===== config.mk =====
export PLATFORM = sky130hd
export DESIGN_NAME = memory_arbiter
export DESIGN_NICKNAME = d
export VERILOG_FILES = /design/src/rtl/mem_arb_pkg.sv /design/src/rtl/rr_pick.sv /design/src/rtl/memory_arbiter.sv
export SDC_FILE = /design/constraint.sdc
export NUM_CORES = 1
export LEC_CHECK = 0
export ABC_AREA = 1
export CAP_MARGIN = 20
export CORE_ASPECT_RATIO = 0.7
export CORE_MARGIN = 5
export CORE_UTILIZATION = 39
export CTS_BUF_LIST = sky130_fd_sc_hd__clkbuf_8
export CTS_CLUSTER_DIAMETER = 150
export CTS_CLUSTER_SIZE = 25
export DETAILED_ROUTE_END_ITERATION = 8
export PLACE_DENSITY = 0.8
export SLEW_MARGIN = 20
export SYNTH_ARGS = -nofsm -noshare
export SYNTH_HDL_FRONTEND = slang
export SYNTH_SLANG_ARGS = --single-unit

===== constraint.sdc =====
create_clock -name clk -period 3.4 [get_ports clk]
set_input_delay 0.34 -clock clk [delete_from_list [all_inputs] [get_ports clk]]
set_output_delay 0.34 -clock clk [all_outputs]
set_load 0.01 [all_outputs]

===== src/rtl/mem_arb_pkg.sv =====
// Shared types and default widths for the memory user-port arbiter and its picker.
package mem_arb_pkg;

    localparam int MEM_ADDR_W = 26;
    localparam int MEM_DATA_W = 32;

    typedef enum logic [1:0] {
        IDLE        = 2'd0,
        ISSUE       = 2'd1,
        WAIT_ACCEPT = 2'd2,
        WAIT_DONE   = 2'd3
    } arb_state_t;

    typedef enum logic {
        OP_WRITE = 1'b0,
        OP_READ  = 1'b1
    } arb_op_t;

    function automatic int idx_w(input int n);
        return (n > 1) ? $clog2(n) : 1;
    endfunction

endpackage


===== src/rtl/rr_pick.sv =====
// Combinational round-robin picker: first requester after last_idx (wrapping) wins.
module rr_pick
    import mem_arb_pkg::*;
#(
    parameter int N  = 2,
    parameter int IW = idx_w(N)
) (
    input  logic [N-1:0]  req,
    input  logic [IW-1:0] last_idx,
    output logic [N-1:0]  grant_oh,
    output logic [IW-1:0] grant_idx,
    output logic          any_req
);

    logic [IW:0] cand;

    always_comb begin
        grant_oh  = '0;
        grant_idx = '0;
        any_req   = |req;
        cand      = '0;
        // Scan from the farthest candidate inwards so the nearest one after last_idx wins.
        for (int off = N; off >= 1; off--) begin
            cand = {1'b0, last_idx} + (IW+1)'(off);
            if (cand >= (IW+1)'(N)) begin
                cand = cand - (IW+1)'(N);
            end
            if (req[cand[IW-1:0]]) begin
                grant_oh                 = '0;
                grant_oh[cand[IW-1:0]]   = 1'b1;
                grant_idx                = cand[IW-1:0];
            end
        end
    end

endmodule


===== src/rtl/memory_arbiter.sv =====
// Round-robin arbiter sharing the single-word memory user port between NUM_REQ requesters,
// with an accept watchdog that aborts transactions the memory never picks up.
module memory_arbiter
    import mem_arb_pkg::*;
#(
    parameter int NUM_REQ        = 2,
    parameter int ADDR_W         = MEM_ADDR_W,
    parameter int DATA_W         = MEM_DATA_W,
    parameter int ACCEPT_TIMEOUT = 255
) (
    input  logic                      clk,
    input  logic                      reset,
    input  logic [NUM_REQ-1:0]        req_write,
    input  logic [NUM_REQ-1:0]        req_read,
    input  logic [NUM_REQ*ADDR_W-1:0] req_addr,
    input  logic [NUM_REQ*DATA_W-1:0] req_wdata,
    output logic [NUM_REQ-1:0]        req_done,
    output logic                      req_error,
    output logic [DATA_W-1:0]         rdata,
    output logic [NUM_REQ-1:0]        grant,
    output logic                      mem_write_req,
    output logic                      mem_read_req,
    output logic [DATA_W-1:0]         mem_data_write,
    output logic [ADDR_W-1:0]         mem_addr,
    input  logic [DATA_W-1:0]         mem_data_read,
    input  logic                      mem_busy
);

    localparam int IW = idx_w(NUM_REQ);

    arb_state_t         state;
    arb_state_t         state_nxt;
    arb_op_t            op;
    logic [IW-1:0]      last_idx;
    logic [15:0]        timer;
    logic [NUM_REQ-1:0] req_any;
    logic [NUM_REQ-1:0] pick_oh;
    logic [IW-1:0]      pick_idx;
    logic               pick_any;
    logic               do_grant;
    logic               do_finish;
    logic               do_abort;

    assign req_any = req_write | req_read;

    rr_pick #(
        .N  (NUM_REQ),
        .IW (IW)
    ) u_pick (
        .req       (req_any),
        .last_idx  (last_idx),
        .grant_oh  (pick_oh),
        .grant_idx (pick_idx),
        .any_req   (pick_any)
    );

    assign mem_write_req = (state == ISSUE) && (op == OP_WRITE);
    assign mem_read_req  = (state == ISSUE) && (op == OP_READ);

    always_ff @(posedge clk or posedge reset) begin
        if (reset) begin
            state <= IDLE;
        end else begin
            state <= state_nxt;
        end
    end

    always_comb begin
        state_nxt = state;
        do_grant  = 1'b0;
        do_finish = 1'b0;
        do_abort  = 1'b0;
        case (state)
            IDLE: begin
                // No arbitration in the done cycle: the finished requester still holds its level.
                if (!mem_busy && pick_any && (req_done == '0)) begin
                    do_grant  = 1'b1;
                    state_nxt = ISSUE;
                end
            end
            ISSUE: begin
                state_nxt = WAIT_ACCEPT;
            end
            WAIT_ACCEPT: begin
                if (mem_busy) begin
                    state_nxt = WAIT_DONE;
                end else if (timer == 16'(ACCEPT_TIMEOUT - 1)) begin
                    do_abort  = 1'b1;
                    state_nxt = IDLE;
                end
            end
            WAIT_DONE: begin
                if (!mem_busy) begin
                    do_finish = 1'b1;
                    state_nxt = IDLE;
                end
            end
            default: begin
                state_nxt = IDLE;
            end
        endcase
    end

    always_ff @(posedge clk or posedge reset) begin
        if (reset) begin
            grant          <= '0;
            last_idx       <= IW'(NUM_REQ - 1);
            op             <= OP_WRITE;
            timer          <= '0;
            mem_addr       <= '0;
            mem_data_write <= '0;
            req_done       <= '0;
            req_error      <= 1'b0;
            rdata          <= '0;
        end else begin
            req_done  <= '0;
            req_error <= 1'b0;
            // Address and data are captured once at grant and held until the next grant.
            if (do_grant) begin
                grant          <= pick_oh;
                last_idx       <= pick_idx;
                mem_addr       <= req_addr[int'(pick_idx)*ADDR_W +: ADDR_W];
                mem_data_write <= req_wdata[int'(pick_idx)*DATA_W +: DATA_W];
                op             <= req_write[pick_idx] ? OP_WRITE : OP_READ;
            end
            if (state == ISSUE) begin
                timer <= '0;
            end else if ((state == WAIT_ACCEPT) && !mem_busy) begin
                timer <= timer + 16'd1;
            end
            if (do_finish || do_abort) begin
                req_done  <= grant;
                req_error <= do_abort;
                grant     <= '0;
            end
            if (do_finish && (op == OP_READ)) begin
                rdata <= mem_data_read;
            end
        end
    end

endmodule


==> impl_metrics.tcl, run 1 <==
set metrics [dict create \
    power_report.internal_total_mw 4.16 \
    timing.critical_path.from_type "register" \
    die_area_um2 16300 \
    post-dp-hpwl_um 12100 \
    rows 36 \
    floorplan.io_pins 252 \
    remaining_drc_errors 0 \
    hold_buffers 0 \
    post_synth_net_total 866 \
    relSlewSlack_pct 53.6 \
    final_antenna_net_count 0 \
    grt_start_max_net_pins 68 \
    filler_cell_count 1212 \
    post_cts.repair.setup_buffers 0 \
    tightestPinTransition_ps 694 \
    first_global_vias 5151 \
    cts.sink_count 115 \
    vdd_ir_drop_max_v 0.000281 \
    global_route_wire_length_before_repair_um 25900 \
    drt-vias-per-instance 4.68 \
    ctsResizeCount 0 \
    leakagePower_nw 4.06 \
    cts-root-buf "sky130_fd_sc_hd__clkbuf_8" \
    clock-skew-final_ps 14.0 \
    antenna_found_initial 0 \
    final_min_period_over_clock_period_pct 76.2 \
    cts-root-to-sink-buffers 2 \
    die_height_um 108 \
    cp_max_fo 14 \
    cp_data_required_time_ps 3060 \
    synthesis.area_per_instance_um2 7.61 \
    stdcell_count 1154 \
    tritoncts "yes" \
    ys_seq_elements 115 \
    core_area_um2 13700 \
    horizontal_die_dimension_um 151 \
    critical_path_arrival_ps 2250 \
    ys_warn_count 0 \
    cell_area_power_density_nw_per_um2 749 \
    area_delta_synth_final_pct 58.1 \
    clkLatencyLatePin_ps 400 \
    post_synth_num_cell_types 23 \
    fin_hold_ws_ps 334 \
    cts_made_buffers 17 \
    setup_viol_count_final 0 \
    setup.worst_path.class "register to primary output" \
    portBuffers 251 \
    comb_power_share_pct 43.6 \
    clkTransAtPathRegs_ps 70 \
    final_max_slew_viol_count 0 \
    period_needed_ps 2590 \
    finish.net_count 1109 \
    layout-drive-gt1-share_pct 4.98 \
    max_cap_violations 0 \
    route.final.wire_length_um 16700 \
    finalHoldViolCount 0 \
    total_power_mw 6.39 \
    wire_per_inst_um 14.5 \
    clkPwrFrac_pct 21.8 \
    timing.fmax_mhz 386 \
    gp_congestion 0.876 \
    placed_cells_incl_taps 1122 \
    switching_share_pct 34.9 \
    utilization_pct 62.1 \
    switching_power_summed_over_all_nets_mw 2.23 \
    dr.first_iter.drc_count 336 \
    run_status "finished, final reports clean" \
    netlist_instances 709 \
    setup_tns_ps 0 \
    routed-via-count 5406 \
    grtUsageTotal_pct 20.1 \
    h_tree_depth_reported_by_cts 4 \
    hold_path.class "input pin to async pin" \
    ys_seq_area_share_pct 53.4 \
    start_util_pct 39.3 \
    gr_ovfl_total 0 \
    drt_pass1_iterations 4 \
    type_of_destination_of_the_critical_path "primary output" \
    power_share_of_the_sequential_group_pct 34.6 \
    antenna_cells_inserted 0 \
    rsz_0062_raised_after_global_routing "no" \
    netlist_area_um2 5400 \
]
-- cells by family (layout without fill, tap and decap cells) --
logic type,Yosys count,in the layout,share of synthesized area [%]
AND/OR/NAND/NOR,439,439,32.4
buffers and inverters,70,325,6.01
flip-flops,115,115,53.4
AO/OA/AOI/OAI,83,83,7.82
adder cells (fa/ha/maj),2,2,0.464
-- per-stage QoR --
stage,cell area [µm²],setup slack (ps)
after floorplan,5400,17.6
after global placement,8070,927
after detailed placement,8070,862
after CTS,8500,730
after global routing,8530,510
final,8530,810
-- worst max-delay path, stage by stage (launching register included) --
cell and delay (ps):
sky130_fd_sc_hd__dfrtp_1 370, sky130_fd_sc_hd__inv_1 90, sky130_fd_sc_hd__nor2_1 340, sky130_fd_sc_hd__inv_1 320, sky130_fd_sc_hd__nor2_1 150, sky130_fd_sc_hd__clkdlybuf4s50_1 580
-- Yosys cell counts, drive strengths merged --
library cell	n	area (µm²)
nor3	2	15.0
nand4	5	31.3
o21ai	77	389
buf	24	150
ha	2	25.0
nor2	151	574
inv	33	124
dfrtp	114	2850
nor4	1	6.26
nand3	50	255
nand2	230	863
a21oi	5	25.0
clkbuf	13	50.0
dfstp	1	26.3
a21boi	1	7.51
-- area by class of cell --
class | count | area [µm²] | area share [%]
Inverter | 33 | 126 | 1.48
Sequential cell | 115 | 2880 | 33.8
Multi-Input combinational cell | 524 | 2220 | 26.0
Clock inverter | 11 | 160 | 1.88
Timing Repair Buffer | 261 | 2630 | 30.9
Clock buffer | 20 | 275 | 3.23
Tap cell | 190 | 238 | 2.79
-- power groups by stage --
stage / clock (mW) / sequential, mW / combinational (mW)
6_report: 1.39 / 2.21 / 2.79
5_1_grt: 1.49 / 2.29 / 3.08
4_1_cts: 1.42 / 2.21 / 2.81
3_5_place_dp: 0 / 2.22 / 2.80
3_3_place_gp: 0 / 2.22 / 2.74
2_1_floorplan: 0 / 2.45 / 1.06
-- worst paths after layout --
check | start | to | slack [ps] | cells past startpoint
setup reg to reg | last_idx$_DFFE_PP1P_ | mem_data_write[1]$_DFFE_PP0P_ | 1470 | 7
hold reg to reg | rdata[5]$_DFFE_PP0P_ | rdata[5]$_DFFE_PP0P_ | 470 | 2
hold / removal | reset | mem_data_write[7]$_DFFE_PP0P_ | 330 | 2
max in group asynchronous | reset | timer[8]$_DFFE_PP0P_ | 2330 | 3
setup / recovery | state[0]$_DFFE_PP0P_ | mem_read_req | 810 | 5
min in group clk | rdata[5]$_DFFE_PP0P_ | rdata[5]$_DFFE_PP0P_ | 470 | 2
-- per-layer routing --
layer	wire length, µm	part of all wire [%]	global-route usage (%)
met3	1530	9.1	6.07
met2	7680	46	32.0
met1	7240	43	26.5
met4	280	1.7	6.14
met5	0	0	0
-- cells in the final DEF (no fill, tap or decap) --
master                            count
sky130_fd_sc_hd__bufinv_16            4
sky130_fd_sc_hd__buf_4                7
sky130_fd_sc_hd__inv_1               34
sky130_fd_sc_hd__dfrtp_1            114
sky130_fd_sc_hd__clkinv_2             2
sky130_fd_sc_hd__ha_1                 2
sky130_fd_sc_hd__nand4_1              5
sky130_fd_sc_hd__nand3_2              1
sky130_fd_sc_hd__nand3_1             48
sky130_fd_sc_hd__nor3_1               1
sky130_fd_sc_hd__clkbuf_8            20
sky130_fd_sc_hd__buf_16               1
sky130_fd_sc_hd__clkinvlp_4           3
sky130_fd_sc_hd__inv_4                1
sky130_fd_sc_hd__clkdlybuf4s50_1    251
sky130_fd_sc_hd__nor2_1             148
sky130_fd_sc_hd__nor2_4               1
sky130_fd_sc_hd__dfstp_2              1
sky130_fd_sc_hd__nand2_1            230
sky130_fd_sc_hd__o21ai_0             54
sky130_fd_sc_hd__a21oi_1              5
sky130_fd_sc_hd__nor2_2               2
sky130_fd_sc_hd__o21ai_4              1
sky130_fd_sc_hd__nand3_4              1
sky130_fd_sc_hd__buf_12               2
sky130_fd_sc_hd__nor3_2               1
sky130_fd_sc_hd__o21ai_1             22
sky130_fd_sc_hd__a21boi_0             1
sky130_fd_sc_hd__nor4_1               1
-- flip-flops by register name, summed over array words and instances, names as in the netlist --
signal / flops
req_done: 2
last_idx: 1
timer: 16
mem_data_write: 32
state: 2
rdata: 32
req_error: 1
op: 1
grant: 2
mem_addr: 26
(Power assumes the default switching activity.)
==> run 2, diff against run 1 <==
- CORE_UTILIZATION: 39 -> 40
- PLACE_DENSITY: 0.8 -> 0.78
- clock period: 3.4 -> 2.6 ns (I/O delays scaled with it)
==> impl_metrics.tcl, run 2 (same netlist as run 1, synthesis figures left out) <==
set metrics [dict create \
    drt-vias-per-instance 4.75 \
    worstReg2RegStart "state[0]$_DFFE_PP0P_" \
    final_min_period_over_clock_period_pct 84.0 \
    power_share_of_the_sequential_group_pct 34.9 \
    cp_max_fo 6 \
    route.final.wire_length_um 17100 \
    filler_cell_count 1138 \
    setup.worst_path.class "register to primary output" \
    final_cell_mix "sky130_fd_sc_hd__clkdlybuf4s50_1 (251), sky130_fd_sc_hd__nand2_1 (230), sky130_fd_sc_hd__nor2_1 (148)" \
    timing.fmax_mhz 458 \
    start_util_pct 40.9 \
    area_delta_synth_final_pct 58.3 \
    total_power_mw 8.32 \
    relSlewSlack_pct 56.0 \
    power_report.internal_total_mw 5.34 \
    cts-root-buf "sky130_fd_sc_hd__clkbuf_8" \
    switching_power_summed_over_all_nets_mw 2.99 \
    critical_path.reg2reg.endpoint "timer[13]$_DFFE_PP0P_" \
    rows 35 \
    cts.sink_count 115 \
    cell_area_power_density_nw_per_um2 974 \
    worst-r2r-cell-count 8 \
    first_global_vias 5306 \
    portBuffers 251 \
    post_cts.repair.setup_buffers 0 \
    rsz_0062_raised_after_global_routing "no" \
    type_of_destination_of_the_critical_path "primary output" \
    layout-drive-gt1-share_pct 5.58 \
    tritoncts "yes" \
    dr.first_iter.drc_count 318 \
    h_tree_depth_reported_by_cts 4 \
    critical_path_arrival_ps 1930 \
    hold_path.class "input pin to async pin" \
    timing.critical_path.from_type "register" \
    antenna_cells_inserted 0 \
    remaining_drc_errors 0 \
    comb_power_share_pct 44.4 \
    clkTransAtPathRegs_ps 70 \
    ctsResizeCount 0 \
    wire_per_inst_um 14.8 \
    global_route_wire_length_before_repair_um 26600 \
    grtUsageTotal_pct 21.1 \
    post-dp-hpwl_um 12600 \
    tightestPinTransition_ps 660 \
    vdd_ir_drop_max_v 0.000423 \
    die_height_um 107 \
    cp_data_required_time_ps 2340 \
    clkLatencyLatePin_ps 420 \
    max_cap_violations 0 \
    antenna_found_initial 0 \
    clkPwrFrac_pct 20.7 \
    setup_tns_ps 0 \
    final_max_slew_viol_count 0 \
    gp_congestion 0.808 \
    finish.net_count 1113 \
    cts_made_buffers 17 \
    clock-skew-final_ps 14.4 \
    mostFrequentLayoutCell "sky130_fd_sc_hd__clkdlybuf4s50_1" \
    gr_ovfl_total 0 \
    r2r_setup_slack_ps 1020 \
    cts-root-to-sink-buffers 2 \
    setup_viol_count_final 0 \
    hold_buffers 0 \
    core_area_um2 13200 \
    die_area_um2 15900 \
    period_needed_ps 2190 \
    grt_start_max_net_pins 116 \
    reg.largest.list "mem_data_write (32), rdata (32), mem_addr (26)" \
    floorplan.io_pins 252 \
    final_antenna_net_count 0 \
    switching_share_pct 35.9 \
    finalHoldViolCount 0 \
    run_status "finished, final reports clean" \
    leakagePower_nw 4.06 \
    cp-startpoint "state[1]$_DFFE_PP0P_" \
    drt_pass1_iterations 6 \
    horizontal_die_dimension_um 149 \
    routed-via-count 5477 \
]
[run 2: cell count changes in the layout (fill, tap and decap cells not counted), sizes merged]
cell	before	now
clkbuf	20	18
clkinvlp	3	6
inv	35	33
clkinv	2	4
buf	10	14
bufinv	4	3
[run 2: final cells by class]
cell class | instances | area, µm² | area share [%]
Sequential cell | 115 | 2880 | 33.7
Timing Repair Buffer | 265 | 2680 | 31.4
Multi-Input combinational cell | 524 | 2220 | 26.0
Clock buffer | 18 | 248 | 2.90
Tap cell | 185 | 231 | 2.71
Clock inverter | 13 | 160 | 1.87
Inverter | 33 | 128 | 1.49
[run 2: routing by layer]
| layer | vias up | GRT usage, % | share of wire (%) |
|---|---|---|---|
| met5 | - | 0 | 0 |
| met4 | 0 | 6.53 | 1.4 |
| met3 | 16 | 8.15 | 10 |
| met2 | 218 | 33.6 | 46 |
| met1 | 2515 | 26.7 | 42 |
| li1 | 2728 | - | - |
[run 2: worst max-delay path: stages, from the launching register on]
cell and delay, ps:
sky130_fd_sc_hd__dfrtp_1 420, sky130_fd_sc_hd__nor2_1 120, sky130_fd_sc_hd__buf_4 150, sky130_fd_sc_hd__inv_1 100, sky130_fd_sc_hd__nor2_1 140, sky130_fd_sc_hd__clkdlybuf4s50_1 590
[run 2: metrics by stage]
step | hold WS, ps | area, µm² | setup slack [ps] | utilization, % | instances
floorplan | 388 | 5400 | 941 | - | 709
global placement | 453 | 8140 | 689 | 61.7 | 1122
detailed placement | 459 | 8140 | 680 | 61.7 | 1122
CTS | 375 | 8540 | 374 | 64.8 | 1153
global route | 369 | 8540 | 267 | 64.8 | 1153
finish | 331 | 8540 | 415 | 64.8 | 1153
[run 2: how the worst max path moves through the flow]
stage,to,slack (ps),cells after the start
finish,mem_write_req,410,5
global placement,mem_data_write[1]$_DFFE_PP0P_,690,7
CTS,mem_read_req,370,6
detailed placement,mem_data_write[1]$_DFFE_PP0P_,680,7
floorplan,grant[0]$_DFFE_PP0P_,940,1
global route,mem_read_req,270,6
[run 2: power by group through the flow]
stage	Clock, mW	Sequential (mW)	Combinational (mW)
2_1_floorplan	0	3.20	1.38
3_3_place_gp	0	2.92	3.68
3_5_place_dp	0	2.92	3.74
4_1_cts	1.76	2.90	3.75
5_1_grt	1.84	3.00	4.07
6_report	1.72	2.90	3.69
==> patch 1, RTL diff (config.mk and constraints of run 2) <==
The package constant `MEM_ADDR_W` goes from 26 to 30.
--- a/src/rtl/mem_arb_pkg.sv
+++ b/src/rtl/mem_arb_pkg.sv
@@ -3,3 +3,3 @@
 
-    localparam int MEM_ADDR_W = 26;
+    localparam int MEM_ADDR_W = 30;
     localparam int MEM_DATA_W = 32;
Interface: changed (resized mem_addr and req_addr); port bits go from 252 to 264. The function was not compared with the original's and may differ.
==> patch 1 against run 2 <==
  * Highest routed layer unchanged
  * Power up 5.2%
  * Synthesized area up 4.7%
  * Sequential cell count up 4
  * Clock skew up 1.6 ps
  * Sequential share of layout area up 0.069 points
  * Design area up 3.3%
  * Maximum frequency up 5.2%
  * Clock power up 3%
  * Via count up 1.8%
  * First-iteration DRC count up 39%
  * Routed wire length up 9.5%
  * Setup slack better by 110 ps
==> patch 1: results (changes against run 2) <==
Metal-1 WL 7.87 mm (+9.6%); top cells by count, synth nand2_1 (164), dfrtp_1 (118), nor2_1 (95); Inverters 30 (-9.1%); Clock-cell share 0.0472 (-0.000517); Hold WS 366 ps (+34.7 ps); largest net degree at the start of global routing 120 (+3.4%); M3 GR Usage 0.0901 (+0.00855); placed cell area 0.00841 sq mm (+3.3%); met1 GRT Util 0.282 (+0.0141); PortBufs 263 (+4.8%); Worst Tran Pin Value 661 ps (+1.05 ps); Sw Ratio 0.366 (+0.00728); largest vdd supply drop 556 uV (+31%); CTS Sinks 119 (+3.5%); RR Endpoint mem_addr[2]$_DFFE_PP0P_; Synthesized Nets 831 (-4.0%); global-route wire length before repair 29.3 mm (+10%); adder-cell share of the synthesized area 0.00443 (-0.000208); RePlAce Congestion 0.911 (+13%); GR Util met2 0.349 (+0.0130); buffer share of cell area 0.314 (about the same); synthesized instance count 666 (-6.1%); Max Used Layer met4; xor/xnor share of the synthesized area 0.00155 (+0.00155); DRC violation total after the first TritonRoute iteration 442 (+39%); post-synth cell types 37 (+61%); footprint of the multi-input gates 0.00230 sq mm (+3.7%); vias in the first global route 5486 (+3.4%); Clock Skew 16.0 ps (+1.65 ps); Comb group 3.95 mW (+7.0%); R2R setup slack 990 ps (-30 ps); Fillers 1215 (+6.8%); dpl hpwl 13.3 mm (+5.5%); CP arrival 1820 ps (-110 ps); Crit Path Max Fanout 4 (-2); top cells by area, synth dfrtp_1 (52%), nand2_1 (11%), nor2_1 (6.3%); PnR Total Power 8.76 mW (+5.2%); WL final 18.7 mm (+9.5%); met2 wire length 8.61 mm (+9.3%); complex-gate fraction of the synthesized area 0.147 (+0.0685); initial antenna violation count 0 (unchanged); status finished, final reports clean; R2R depth 6 (-2); post-DR vias/cell 4.95 (+4.3%); largest power group combinational cells; met3 wire len 1.75 mm (-0.91%); bufs w/o clock 273 (+3.0%); synth-to-layout area growth 56.2%; layout cells sized above 1 0.0898 (+0.0341); reg2reg start req_done[1]$_DFF_PP0_; pre-CTS setup slack 608 ps (-72.5 ps); Multi-In Gates 481 (-8.2%); Finished Layout Cells 1125 (-2.4%); register area 0.00298 sq mm (+3.5%); number of clock buffers in the layout 19 (+1); clk_lat worst skew 440 ps (+20 ps)
[patch 1: cell types whose count changed after synthesis, sizes merged, moves of 8 or more]
cell	run 2	this run
clkbuf	13	5
nand2	230	170
o21ai	77	136
nor2	151	102
[patch 1: how the worst max path moves through the flow]
stage / start / depth (start not counted) / end / slack, ps
5_1_grt: state[1]$_DFFE_PP0P_ / 4 / mem_write_req / 390
4_1_cts: state[1]$_DFFE_PP0P_ / 4 / mem_write_req / 500
6_report: state[1]$_DFFE_PP0P_ / 4 / mem_write_req / 520
3_3_place_gp: req_read[1] / 8 / mem_addr[2]$_DFFE_PP0P_ / 700
3_5_place_dp: req_write[0] / 8 / mem_addr[2]$_DFFE_PP0P_ / 610
2_1_floorplan: reset / 1 / grant[0]$_DFFE_PP0P_ / 890
[patch 1: worst reg2reg max path, delay by kind of cell, from the launching register on]
kind                   cells  cell delay [ps]
AND/OR/NAND/NOR            3              580
buffers and inverters      1              280
flip-flops                 1              390
AO/OA/AOI/OAI              2              270
==> patch 2, RTL diff (settings of run 2) <==
Without the edit above. Encoding of `arb_state_t`: now one-hot (4 bits for 4 states).
--- a/src/rtl/mem_arb_pkg.sv
+++ b/src/rtl/mem_arb_pkg.sv
@@ -6,7 +6,7 @@
 
-    typedef enum logic [1:0] {
-        IDLE        = 2'd0,
-        ISSUE       = 2'd1,
-        WAIT_ACCEPT = 2'd2,
-        WAIT_DONE   = 2'd3
+    typedef enum logic [3:0] {
+        IDLE        = 4'b0001,
+        ISSUE       = 4'b0010,
+        WAIT_ACCEPT = 4'b0100,
+        WAIT_DONE   = 4'b1000
     } arb_state_t;
Function: no difference found for any inputs over 4 cycles, from zero or initial values and one cycle with reset high; so few cycles prove little.
==> patch 2 against run 2 <==
  * Clock skew increased by 1.8 ps
  * Count of clock-buffer cells in the layout unchanged
  * First-iteration DRC count rose by 17%
  * Register-to-register slack worse by 370 ps
  * Sequential cell count rose by 2
  * Final cell count fell by 4.1%
  * Power down 2.0%
  * Clock power grew 3%
  * Routed wire length fell by 0.73%
  * Design area is 0.40% higher
  * Setup slack lost 65 ps
  * Critical path type unchanged
  * Synthesized area up 2.7%
  * Maximum frequency is 2.9% lower
  * Critical endpoint is now mem_read_req
  * Sequential share of layout area grew 0.47 points
  * Largest power group unchanged
  * Largest cell class unchanged
==> patch 2: results (changes against run 2) <==
status finished, final reports clean; Sw Pwr 2.89 mW (-3.1%); Clock Pin Slew Worst Setup and Hold Paths 70 ps (about the same); Clock Skew 16.2 ps (+1.84 ps); Final Net Count 1060 (-4.8%); Crit Path Max Fanout 8 (+2); PortBufs 251 (unchanged); CTS Buf Count 17 (unchanged); Fillers 1202 (+5.6%); met2 wire length 8.15 mm (+3.6%); vias 5359 (-2.2%); top cells by area, synth dfrtp_1 (52%), nand2_1 (9.3%), o21ai_1 (8.3%); sequential-to-total area share from yosys stat 0.529 (-0.00496); CTS Buffer Depth 2 (unchanged); leakage 3.79 nW (-6.5%); largest net degree at the start of global routing 65 (-44%); Max Used Layer met4; largest vdd supply drop 480 uV (+14%); worst min path class in2async; asr flop ratio synth 1.00 (unchanged); Clk Tree Root Cell clkbuf_8; global-route wire length before repair 25.9 mm (-2.8%); CP arrival 1990 ps (+60 ps); GRT Util Overall 0.199 (-0.0118); Metal-1 WL 6.99 mm (-2.5%); n_diodes 0 (unchanged); post-synth cell types 34 (+48%); initial antenna violation count 0 (unchanged); Synthesized Nets 812 (-6.2%); top cells by count, synth nand2_1 (137), dfrtp_1 (115), o21ai_1 (92); WL final 16.9 mm (-0.73%); Regs by FF count mem_data_write: 32 flops, rdata: 32 flops, mem_addr: 26 flops; vias in the first global route 5065 (-4.5%); pre-CTS setup slack 404 ps (-277 ps); met3 wire len 1.64 mm (-7.1%); TritonRoute pass-1 iters 6 (unchanged); RePlAce Congestion 0.879 (+8.7%); Post-CTS Resized 0 (unchanged); layout cells sized above 1 0.0753 (+0.0195); DRC violation total after the first TritonRoute iteration 371 (+17%); clk_lat worst skew 410 ps; Yosys warning count 0 (unchanged); H-Tree Depth 4 (unchanged); postcts setup bufs 0 (unchanged); dpl hpwl 12.8 mm (+1.2%); Worst Tran Pin Value 660 ps (+0.335 ps); Post-synth top flop dfrtp_1
[patch 2: power by group through the flow]
stage / logic, mW / clock network [mW] / registers [mW]
2_1_floorplan: 1.52 / 0 / 3.14
3_3_place_gp: 3.50 / 0 / 2.87
3_5_place_dp: 3.56 / 0 / 2.88
4_1_cts: 3.57 / 1.81 / 2.86
5_1_grt: 3.87 / 1.91 / 2.94
6_report: 3.52 / 1.77 / 2.86
[patch 2: path summary, 6_finish.rpt]
kind / start / endpoint / slack (ps) / depth (start not counted)
setup reg to reg: last_idx$_DFFE_PP1P_ / mem_data_write[18]$_DFFE_PP0P_ / 650 / 6
hold reg to reg: mem_data_write[31]$_DFFE_PP0P_ / mem_data_write[31]$_DFFE_PP0P_ / 490 / 2
min in group clk: mem_data_read[5] / rdata[5]$_DFFE_PP0P_ / 380 / 3
setup / recovery: state[3]$_DFFE_PP0P_ / mem_read_req / 350 / 4
max in group asynchronous: reset / last_idx$_DFFE_PP1P_ / 1770 / 3
hold / removal: reset / rdata[15]$_DFFE_PP0P_ / 130 / 2
[patch 2: cell type report]
cell class	instances	share of cell area
Clock buffer	18	0.0289
Clock inverter	14	0.0207
Inverter	58	0.0258
Multi-Input combinational cell	448	0.249
Sequential cell	117	0.342
Tap cell	190	0.0277
Timing Repair Buffer	261	0.306
[patch 2: through the flow]
step	cell area (sq um)	power (mW)	instances
6_report	8580	8.15	1106
4_1_cts	8580	8.24	1106
3_5_place_dp	8150	6.45	1074
2_1_floorplan	5550	4.66	655
3_3_place_gp	8150	6.36	1074
5_1_grt	8580	8.72	1106
[patch 2: cell families after synthesis]
group,count (synthesis),share of synthesized area
buffers and inverters,90,0.0858
AOI/OAI and AO/OA,165,0.155
DFF,117,0.529
and+or+nand+nor,279,0.223
xor gates and xnor gates,2,0.00316
adders and majority gates,2,0.00451
[patch 2: metal layers]
metal,GRT usage,vias to the layer above
met5,0,-
li1,-,2625
met1,0.252,2519
met2,0.333,199
met4,0.0492,0
met3,0.0649,16
[patch 2: critical path, stage by stage, from the launching register on]
cell and delay (ps):
dfrtp_1 430, nor2_2 190, nand3_2 210, nor2_1 190
clkdlybuf4s50_1 570
